[config.mk]
export PLATFORM = sky130hd
export DESIGN_NAME = alu_seq
export DESIGN_NICKNAME = d
export VERILOG_FILES = /design/src/rtl/alu_seq.sv
export SDC_FILE = /design/constraint.sdc
export NUM_CORES = 1
export LEC_CHECK = 0
export CAP_MARGIN = 20
export CORE_MARGIN = 4
export CORE_UTILIZATION = 45
export CTS_CLUSTER_DIAMETER = 150
export DETAILED_ROUTE_END_ITERATION = 16
export DONT_BUFFER_PORTS = 1
export GPL_TIMING_DRIVEN = 1
export PLACE_DENSITY = 0.65
export SYNTH_ARGS = -nofsm -noshare
export SYNTH_HDL_FRONTEND = slang
export SYNTH_SLANG_ARGS = --single-unit
[constraint.sdc]
create_clock -name clk -period 4.1 [get_ports clk]
set_input_delay 0.41 -clock clk [delete_from_list [all_inputs] [get_ports clk]]
set_output_delay 0.41 -clock clk [all_outputs]
set_load 0.1 [all_outputs]
[src/rtl/alu_seq.sv]
// alu_seq: 8-bit registered ALU fed by register A and the B-operand mux.
// Latency: single-cycle ops -> result/flags/done one edge after start; MUL -> done 8 edges after start.
// Backpressure: none; start is sampled only in IDLE, starts while busy are dropped (no queueing).
//
// Ports: clk, reset (sync, active-high), start, op[3:0], a, b -> result, flags {Z,N,C,V}, busy, done.
// Optional feature: define ALU_MUL_EN to build the shift-add multiplier (op 1010).
// Without it, op 1010 is treated like a reserved opcode and busy is tied low.
module alu_seq #(
  parameter int WIDTH = 8
) (
  input  logic             clk,
  input  logic             reset,
  input  logic             start,
  input  logic [3:0]       op,
  input  logic [WIDTH-1:0] a,
  input  logic [WIDTH-1:0] b,
  output logic [WIDTH-1:0] result,
  output logic [3:0]       flags,
  output logic             busy,
  output logic             done
);

  localparam logic [3:0] OP_ADD  = 4'b0000;
  localparam logic [3:0] OP_SUB  = 4'b0001;
  localparam logic [3:0] OP_AND  = 4'b0010;
  localparam logic [3:0] OP_OR   = 4'b0011;
  localparam logic [3:0] OP_XOR  = 4'b0100;
  localparam logic [3:0] OP_NOT  = 4'b0101;
  localparam logic [3:0] OP_SHL  = 4'b0110;
  localparam logic [3:0] OP_SHR  = 4'b0111;
  localparam logic [3:0] OP_INC  = 4'b1000;
  localparam logic [3:0] OP_PASS = 4'b1001;
`ifdef ALU_MUL_EN
  localparam logic [3:0] OP_MUL  = 4'b1010;
`endif

  // a == 0x7F pattern (largest positive value) for INC overflow
  localparam logic [WIDTH-1:0] MAX_POS = {1'b0, {(WIDTH-1){1'b1}}};

  // Single-cycle datapath
  logic [WIDTH:0]   sum, diff, inc;
  logic [WIDTH-1:0] alu_r;
  logic             alu_c, alu_v, alu_ok;
  logic [3:0]       alu_f;

  always_comb begin
    sum    = {1'b0, a} + {1'b0, b};
    diff   = {1'b0, a} - {1'b0, b};
    inc    = {1'b0, a} + {{WIDTH{1'b0}}, 1'b1};
    alu_r  = '0;
    alu_c  = 1'b0;
    alu_v  = 1'b0;
    alu_ok = 1'b1;
    case (op)
      OP_ADD: begin
        alu_r = sum[WIDTH-1:0];
        alu_c = sum[WIDTH];
        alu_v = (a[WIDTH-1] == b[WIDTH-1]) && (sum[WIDTH-1] != a[WIDTH-1]);
      end
      OP_SUB: begin
        alu_r = diff[WIDTH-1:0];
        alu_c = diff[WIDTH];  // borrow: a < b unsigned
        alu_v = (a[WIDTH-1] != b[WIDTH-1]) && (diff[WIDTH-1] != a[WIDTH-1]);
      end
      OP_AND:  alu_r = a & b;
      OP_OR:   alu_r = a | b;
      OP_XOR:  alu_r = a ^ b;
      OP_NOT:  alu_r = ~a;
      OP_SHL: begin
        alu_r = {a[WIDTH-2:0], 1'b0};
        alu_c = a[WIDTH-1];
      end
      OP_SHR: begin
        alu_r = {1'b0, a[WIDTH-1:1]};
        alu_c = a[0];
      end
      OP_INC: begin
        alu_r = inc[WIDTH-1:0];
        alu_c = inc[WIDTH];
        alu_v = (a == MAX_POS);
      end
      OP_PASS: alu_r = b;
      // reserved codes (and MUL, which is handled by the sequencer) load nothing
      default: alu_ok = 1'b0;
    endcase
    alu_f = {(alu_r == '0), alu_r[WIDTH-1], alu_c, alu_v};
  end

`ifdef ALU_MUL_EN
  localparam int CW = $clog2(WIDTH + 1);
  localparam logic [0:0] ST_IDLE = 1'b0;
  localparam logic [0:0] ST_MUL  = 1'b1;

  logic [0:0]         state;
  logic [2*WIDTH-1:0] acc, mcand, acc_nxt;
  logic [WIDTH-1:0]   mplier;
  logic [CW-1:0]      cnt;

  // One shift-add step: add the shifted multiplicand when the current multiplier bit is set.
  always_comb acc_nxt = acc + (mplier[0] ? mcand : '0);

  assign busy = (state == ST_MUL);

  always_ff @(posedge clk) begin
    if (reset) begin
      state  <= ST_IDLE;
      result <= '0;
      flags  <= '0;
      done   <= 1'b0;
      acc    <= '0;
      mcand  <= '0;
      mplier <= '0;
      cnt    <= '0;
    end else begin
      done <= 1'b0;
      case (state)
        ST_IDLE: begin
          if (start) begin
            if (op == OP_MUL) begin
              acc    <= '0;
              mcand  <= {{WIDTH{1'b0}}, a};
              mplier <= b;
              cnt    <= '0;
              state  <= ST_MUL;
            end else begin
              done <= 1'b1;
              if (alu_ok) begin
                result <= alu_r;
                flags  <= alu_f;
              end
            end
          end
        end
        default: begin
          acc    <= acc_nxt;
          mcand  <= mcand << 1;
          mplier <= mplier >> 1;
          cnt    <= cnt + 1'b1;
          if (cnt == CW'(WIDTH - 1)) begin
            // last step: acc_nxt holds the full product
            result <= acc_nxt[WIDTH-1:0];
            flags  <= {(acc_nxt[WIDTH-1:0] == '0), acc_nxt[WIDTH-1],
                       (acc_nxt[2*WIDTH-1:WIDTH] != '0), 1'b0};
            done   <= 1'b1;
            state  <= ST_IDLE;
          end
        end
      endcase
    end
  end
`else
  assign busy = 1'b0;

  always_ff @(posedge clk) begin
    if (reset) begin
      result <= '0;
      flags  <= '0;
      done   <= 1'b0;
    end else begin
      done <= start;
      if (start && alu_ok) begin
        result <= alu_r;
        flags  <= alu_f;
      end
    end
  end
`endif

endmodule

# After elaboration in Yosys (flattened, before gate mapping)
# Cells that the tools add are included.
[totals]
ff_bits = 13
out_inout_bits = 14
word_cells = 34
[classes]
add_sub_neg = 3
eq_ne = 14
muxes = 4
n_bitwise = 4
n_reduce_logical = 6
[ops]
columns = ["cell", "count"]
rows = [
  ["8-bit case mux with 10 select lines", 1],
  ["4-bit by 3-bit == test with 1-bit output, second input constant", 4],
  ["10-bit OR reduction", 1],
  ["8-bit by 1-bit adder with 9-bit output, second input constant", 1],
  ["8-bit by 8-bit adder with 9-bit output", 1],
  ["8-bit by 8-bit subtractor with 9-bit output", 1],
  ["8-bit AND", 1],
  ["4-bit by 2-bit == test with 1-bit output, second input constant", 2],
  ["4-bit == test, second input constant", 2],
  ["8-bit by 7-bit == test with 1-bit output, second input constant", 1],
  ["8-bit zero test", 1],
  ["8-bit NOT", 1],
  ["8-bit bitwise OR", 1],
  ["8-bit bitwise XOR", 1],
  ["1-bit case mux with 5 select lines", 1],
  ["4-bit by 1-bit == test with 1-bit output, second input constant", 1],
  ["4-bit zero test", 1],
  ["1-bit logical AND", 3],
  ["1-bit inequality test", 3],
  ["1-bit case mux with 3 select lines", 1],
  ["1-bit == test", 1],
  ["1-bit 2-to-1 mux", 1],
]

# Logic depth before layout (Yosys ltp)
# Gate-level depths: netlist (run 1).
[logic_depth]
ltp_word = 4
ltp_mapped = 11
mapped_depth_nobuf = 11

# Worst setup path after synthesis (run 1)
# Ideal clock, no wire load.
[synth_path]
path_kind = "input to register"
startpoint = "input a[0]"
endpoint = "register flags[3]"
setup_ns = 0.062
arrival_ns = 2.263
t_required_ns = 4.038
path_slack_ns = 1.775
cell_stages = 9
cell_sequence = "ha_1 fa_1 a21o_1 a21oi_1 nor3_1 nor4b_1 and4b_1 nor4bb_1 a22o_1"
[synth_via]
elab_chain_cells = 3
elab_cells_between_ends = 9
classes_between = "add/sub: 3; mux: 1; bitwise: 4; reduce/logical: 1"
[synth_lines]
columns = ["element", "line", "text"]
rows = [
  ["start: declaration", "15", "input logic [WIDTH-1:0] a,"],
  ["8-bit by 1-bit adder with 9-bit output, or another cell as far along", "49", "inc = {1'b0, a} + {{WIDTH{1'b0}}, 1'b1};"],
  ["8-bit case mux with 10 select lines (*)", "54", "case (op)"],
  ["8-bit zero test (*)", "86", "alu_f = {(alu_r == '0), alu_r[WIDTH-1], alu_c, alu_v};"],
  ["end signal: assignment", "163", "flags <= alu_f;"],
  ["end: declaration", "18", "output logic [3:0] flags,"],
]
# Every way passes the cells marked *; elsewhere a longest branch is shown, timed or not.
# A chain may end at the register's enable or synchronous reset.

# Final worst setup path (run 1)
# Same ends and word-level chain as after synthesis.

==> results of run 1 <==
-- cells by family (layout without fill, tap and decap cells) --
family | count (synthesis) | in the layout | synth area share, %
buffers and inverters | 49 | 27 | 10.5
XOR/XNOR | 8 | 8 | 2.84
multiplexers | 11 | 11 | 4.77
flip-flops | 12 | 12 | 9.74
adder cells (fa/ha/maj) | 27 | 27 | 14.3
AND/OR/NAND/NOR | 141 | 141 | 31.9
other | 1 | 1 | 0.152
AO/OA/AOI/OAI | 90 | 90 | 25.8
-- flip-flops by register name, indices dropped and copies added, names as in the netlist --
register / count
done: 1
result: 7
flags: 4
-- metal layers --
metal | global-route usage, % | vias up | wire length, um
met5 | 0 | - | 0
met4 | 6.31 | 0 | 92
met3 | 2.41 | 11 | 658
met2 | 38.0 | 123 | 3340
met1 | 30.9 | 1175 | 3270
li1 | - | 1190 | -
-- Yosys cell counts, drive strengths merged, types with 6 or more instances --
cell type,count
buf,19
nor2,31
mux2i,8
a21oi,15
a211oi,10
ha,25
nand2,25
nor3b,7
o21ai,20
xnor2,8
dfxtp,12
nor3,12
inv,24
nand3,10
nor2b,14
nand2b,10
nor4b,6
clkbuf,6
-- stage by stage --
step | utilization (%) | hold slack (ns)
after floorplan | - | 0.493
after global placement | 45.9 | 0.478
after detailed placement | 45.9 | 0.485
after CTS | 46.7 | 0.236
after global routing | 46.7 | 0.225
final | 46.7 | 0.238
-- final cells by class --
| class | instances | area (um^2) | share of cell area (%) |
|---|---|---|---|
| clock buffers | 3 | 41.3 | 1.70 |
| inverters | 24 | 90.1 | 3.71 |
| multi-input cells | 278 | 1970 | 81.0 |
| flip-flops and latches | 12 | 241 | 9.94 |
| well taps | 70 | 87.6 | 3.61 |
-- critical path, cell delays in order --
cell,delay (ns)
ha_1,0.25
fa_1,0.44
a21o_1,0.20
a21oi_1,0.18
nor3_1,0.07
nor4b_1,0.49
and4b_1,0.27
nor4bb_1,0.26
a22o_1,0.17
-- how the worst max path moves through the flow --
stage,slack [ns],endpoint,start
finish,1.53,flags[3],a[0]
global route,1.44,flags[3],a[0]
CTS,1.59,flags[3],a[0]
detailed placement,1.37,flags[3],a[0]
global placement,1.36,flags[3],a[0]
floorplan,1.77,flags[3],a[0]
-- power groups by stage --
stage	registers (W)	clock network, W	logic, W
final	0.000183	0.000102	0.000210
after global routing	0.000184	0.000113	0.000232
after CTS	0.000183	0.000104	0.000206
after detailed placement	0.000185	0	0.000205
after global placement	0.000185	0	0.000204
after floorplan	0.000178	0	0.000196
==> impl_metrics.csv, run 1 <==
group,metric,value,unit
timing,finalSetupTns,0,ns
critical_path,rr_startpoint,"flags[1]",
clock_network,cts.root.buffer_cell,"clkbuf_8",
logic_synthesis,avgSynthCellArea,7.28,um^2
timing,drv_slew,0,
floorplanning,ios,37,
power_and_ir_drop,total_power,0.000495,W
min_path,holdCritStartpoint,"reset",
layout,fin_cells,387,
floorplanning,die-area,6730,um^2
min_path,holdPathEnd,"flags[2]",
critical_path,cp.arrival,2.74,ns
layout,final_cell_mix,"31 x nor2_1, 25 x nand2_1, 25 x ha_1, 24 x inv_1, 20 x o21ai_0",
layout,design_area,2430,um^2
logic_synthesis,async_flop_share,0,%
outcome,status,"finished clean",
power_and_ir_drop,power_switching,0.000218,W
logic_synthesis,syn_inst,339,
timing,tightest_slew,1.05,ns
routing,drt-total-wl,7.36,mm
global_routing,grt_overflow,0,
floorplanning,die_x,82.0,um
floorplanning,initial_core_util,47.4,%
critical_path,reg2regPathDepth,4,
clock_network,clock_sinks,12,
timing,rsz0062_at_grt,"false",
placement,dp_cells,384,
timing,fin_crit_sh,62.6,%
clock_network,htreeDepth,1,
clock_network,tritoncts,"yes",
clock_network,cts_setup_buffers,0,
logic_synthesis,yosys_warnings,0,
logic_synthesis,netlist.area_leader.share,12.7,%
critical_path,timing.rr.end,"flags[1]",
power_and_ir_drop,ir_drop,0.153,mV
power_and_ir_drop,p_sw_share,44.1,%
routing,drc,0,
placement,post_dp_cell_area,2390,um^2
global_routing,grtUsageTotal,22.8,%
clock_network,clk_pin_slew,0.04,ns
timing,layout_setup_ws,1.53,ns
floorplanning,rows,26,
timing,finalCriticalPeriod,2.57,ns
clock_network,clock_latency,0.23,ns
logic_synthesis,syn_nets,389,
logic_synthesis,synth_area_leader_cell,"ha_1",
clock_network,cts_buffer_depth,2,
timing,hold_viol_final,0,
power_and_ir_drop,power_frac_comb,42.5,%
layout,diodes,0,
critical_path,worstPathRequired,4.28,ns
placement,gp_congestion,0.932,
logic_synthesis,synth_area,2470,um^2
logic_synthesis,synth_top_cells_by_area,"ha_1 13%, dfxtp_1 9.7%, nor2_1 4.7%, o21ai_0 4.1%, nand2_1 3.8%",
power_and_ir_drop,clock_power_share,20.6,%
critical_path,path_max_fanout,7,
routing,vias,2499,
layout,fillerInstances,545,
logic_synthesis,seq_area_frac_synth,9.74,%
routing,drt_iter0_drc,271,
global_routing,grt_pass1_vias,2472,
power_and_ir_drop,seqPwrFrac,36.9,%
timing,fmax,390,MHz
logic_synthesis,ys_ff_latch,12,
clock_network,cts.repair.resized,0,
routing,ant_nets,0,
clock_network,numCtsBuffers,3,
logic_synthesis,synthFlopType,"dfxtp_1",
placement,io_buffers,0,
min_path,holdPathStages,1,
critical_path,crit_type,"primary input to flop",
min_path,hp-class,"primary input to flop",
flow_run,drv_cap,0,
routing,post_drt_via_cell_ratio,6.46,
clock_network,ctsHoldBuffers,0,
power_and_ir_drop,leakage,0.946,nW
timing,slew_headroom,29.7,%
floorplanning,die_h,82.0,um
timing,setup_viol,0,
layout,final_common_cell,"nor2_1",
global_routing,grt_pass1_wl,12.2,mm
global_routing,antenna_found_initial,0,
placement,dp.final_hpwl,5.40,mm
power_and_ir_drop,internal_power,0.000276,W
global_routing,grt_max_degree,37,
routing,routedWlPerCell,19.0,um
logic_synthesis,synth-edff-count,0,
critical_path,crit_path_start_kind,"primary input",
routing,dr.pass1.iters,6,
layout,area_growth,-1.57,%
layout,finalNetCount,369,
placement,pre_cts_slack,1.37,ns
timing,skew,0,ns
critical_path,reg2reg_setup_slack,2.18,ns
floorplanning,coreArea,5200,um^2
power_and_ir_drop,p_per_area,204,nW/um^2
critical_path,end_kind,"flop",
logic_synthesis,synth.distinct_cells,62,
layout,layout-drive-gt1-share,4.42,%
Power figures use the tool's default switching activity.
==> run 2, diff against run 1 <==
Settings changed: PLACE_DENSITY 0.65 to 0.67.
Clock period 4.1 ns to 2.1 ns, I/O delays scaled along.
==> impl_metrics.csv, run 2 (same netlist as run 1, synthesis figures left out) <==
group,metric,value,unit
power_and_ir_drop,leakage,1.28,nW
layout,fillerInstances,494,
clock_network,ctsHoldBuffers,0,
global_routing,grtUsageTotal,23.8,%
critical_path,cp.arrival,2.24,ns
layout,largest_reg_flops,7,
clock_network,numCtsBuffers,3,
placement,io_buffers,0,
floorplanning,die-area,6730,um^2
clock_network,htreeDepth,1,
critical_path,timing.rr.end,"flags[1]",
timing,slew_headroom,64.7,%
placement,gp_congestion,1.00,
layout,finalNetCount,429,
clock_network,clk_pin_slew,0.05,ns
timing,finalCriticalPeriod,2.05,ns
floorplanning,coreArea,5200,um^2
floorplanning,die_x,82.0,um
timing,fin_crit_sh,97.7,%
power_and_ir_drop,ir_drop,0.270,mV
critical_path,rr_startpoint,"flags[1]",
critical_path,worstPathRequired,2.29,ns
timing,fmax,487,MHz
placement,pre_cts_slack,-0.286,ns
timing,layout_setup_ws,0.0487,ns
critical_path,path_max_fanout,7,
timing,rsz0062_at_grt,"true",
critical_path,end_kind,"flop",
global_routing,grt_max_degree,37,
routing,drt-total-wl,7.94,mm
flow_run,drv_cap,0,
timing,skew,0,ns
layout,largest_register,"result",
timing,drv_slew,0,
critical_path,reg2regPathDepth,4,
min_path,holdCritStartpoint,"reset",
routing,vias,2782,
placement,post_dp_cell_area,2850,um^2
routing,post_drt_via_cell_ratio,6.21,
placement,dp_cells,444,
critical_path,crit_path_start_kind,"primary input",
routing,drt_iter0_drc,481,
global_routing,grt_pass1_wl,12.5,mm
critical_path,crit_type,"primary input to flop",
global_routing,grt_overflow,0,
routing,ant_nets,0,
timing,hold_viol_final,0,
critical_path,reg2reg_setup_slack,0.94,ns
layout,reg.largest.list,"result x7, flags x4, done x1",
min_path,hp-class,"primary input to flop",
clock_network,clock_sinks,12,
layout,diodes,0,
layout,utilization,57.9,%
layout,fin_cells,448,
routing,dr.pass1.iters,6,
routing,drc,0,
timing,tightest_slew,0.527,ns
global_routing,grt_pass1_vias,2496,
floorplanning,rows,26,
routing,routedWlPerCell,17.7,um
outcome,status,"finished clean",
power_and_ir_drop,total_power,0.00116,W
floorplanning,die_h,82.0,um
min_path,holdPathEnd,"flags[2]",
floorplanning,ios,37,
floorplanning,initial_core_util,47.4,%
clock_network,cts_setup_buffers,0,
global_routing,antenna_found_initial,0,
power_and_ir_drop,p_per_area,386,nW/um^2
layout,final_common_cell,"buf_4",
layout,final_cell_mix,"60 x buf_4, 29 x nor2_1, 25 x nand2_1, 23 x ha_1, 22 x inv_1",
placement,dp.final_hpwl,6.05,mm
clock_network,clock_latency,0.24,ns
min_path,holdPathStages,1,
clock_network,tritoncts,"yes",
timing,setup_viol,0,
layout,layout-drive-gt1-share,24.9,%
layout,area_growth,22.2,%
clock_network,cts_buffer_depth,2,
clock_network,cts.root.buffer_cell,"clkbuf_8",
layout,design_area,3020,um^2
-- run 2: timing repair --
action / CTS / global route
endpoints found under the setup margin: 1 / 3
cloned: 0 / 0
gates resized for setup: 4 / 16
pin swaps: 5 / 6
-- run 2: cell type report --
class / instances / area, um^2 / area share, %
Inverter: 24 / 93.8 / 3.11
Clock buffer: 4 / 55.1 / 1.83
Sequential cell: 12 / 241 / 8.01
Tap cell: 70 / 87.6 / 2.90
Timing Repair Buffer: 60 / 450 / 14.9
Multi-Input combinational cell: 278 / 2090 / 69.2
-- run 2: worst max-delay path by stage --
stage,start,end
global route,a[0],flags[3]
CTS,a[0],flags[3]
finish,a[0],flags[3]
floorplan,a[0],flags[3]
global placement,b[1],flags[3]
detailed placement,a[0],flags[3]
-- run 2: power by group --
part           leakage [nW]  internal [W]  switching (W)
Sequential           0.0986      0.000242     0.00000496
Combinational          1.15      0.000279       0.000389
Clock                0.0288      0.000165      0.0000837
-- run 2: critical path, cell delays in order --
cell and delay [ns]:
inv_2 0.04, ha_2 0.17, inv_1 0.05, fa_1 0.42
mux2i_1 0.23, nor3b_2 0.10, a311oi_2 0.21, nor4b_2 0.25
and4b_1 0.23, nor4bb_4 0.18, a22o_1 0.15
-- run 2: per-stage QoR --
stage          hold WS (ns)  TNS [ns]
6_report             0.0289         0
3_3_place_gp          0.278    -0.741
2_1_floorplan         0.293         0
4_1_cts              0.0206         0
3_5_place_dp          0.280    -0.769
5_1_grt              0.0202    -0.105
-- run 2: routing by layer --
metal / track usage [%] / part of all wire, % / vias to the layer above
met1: 32.4 / 41 / 1281
met5: 0 / 0 / -
li1: - / - / 1311
met4: 9.30 / 2.8 / 0
met3: 4.06 / 10 / 28
met2: 37.1 / 46 / 162
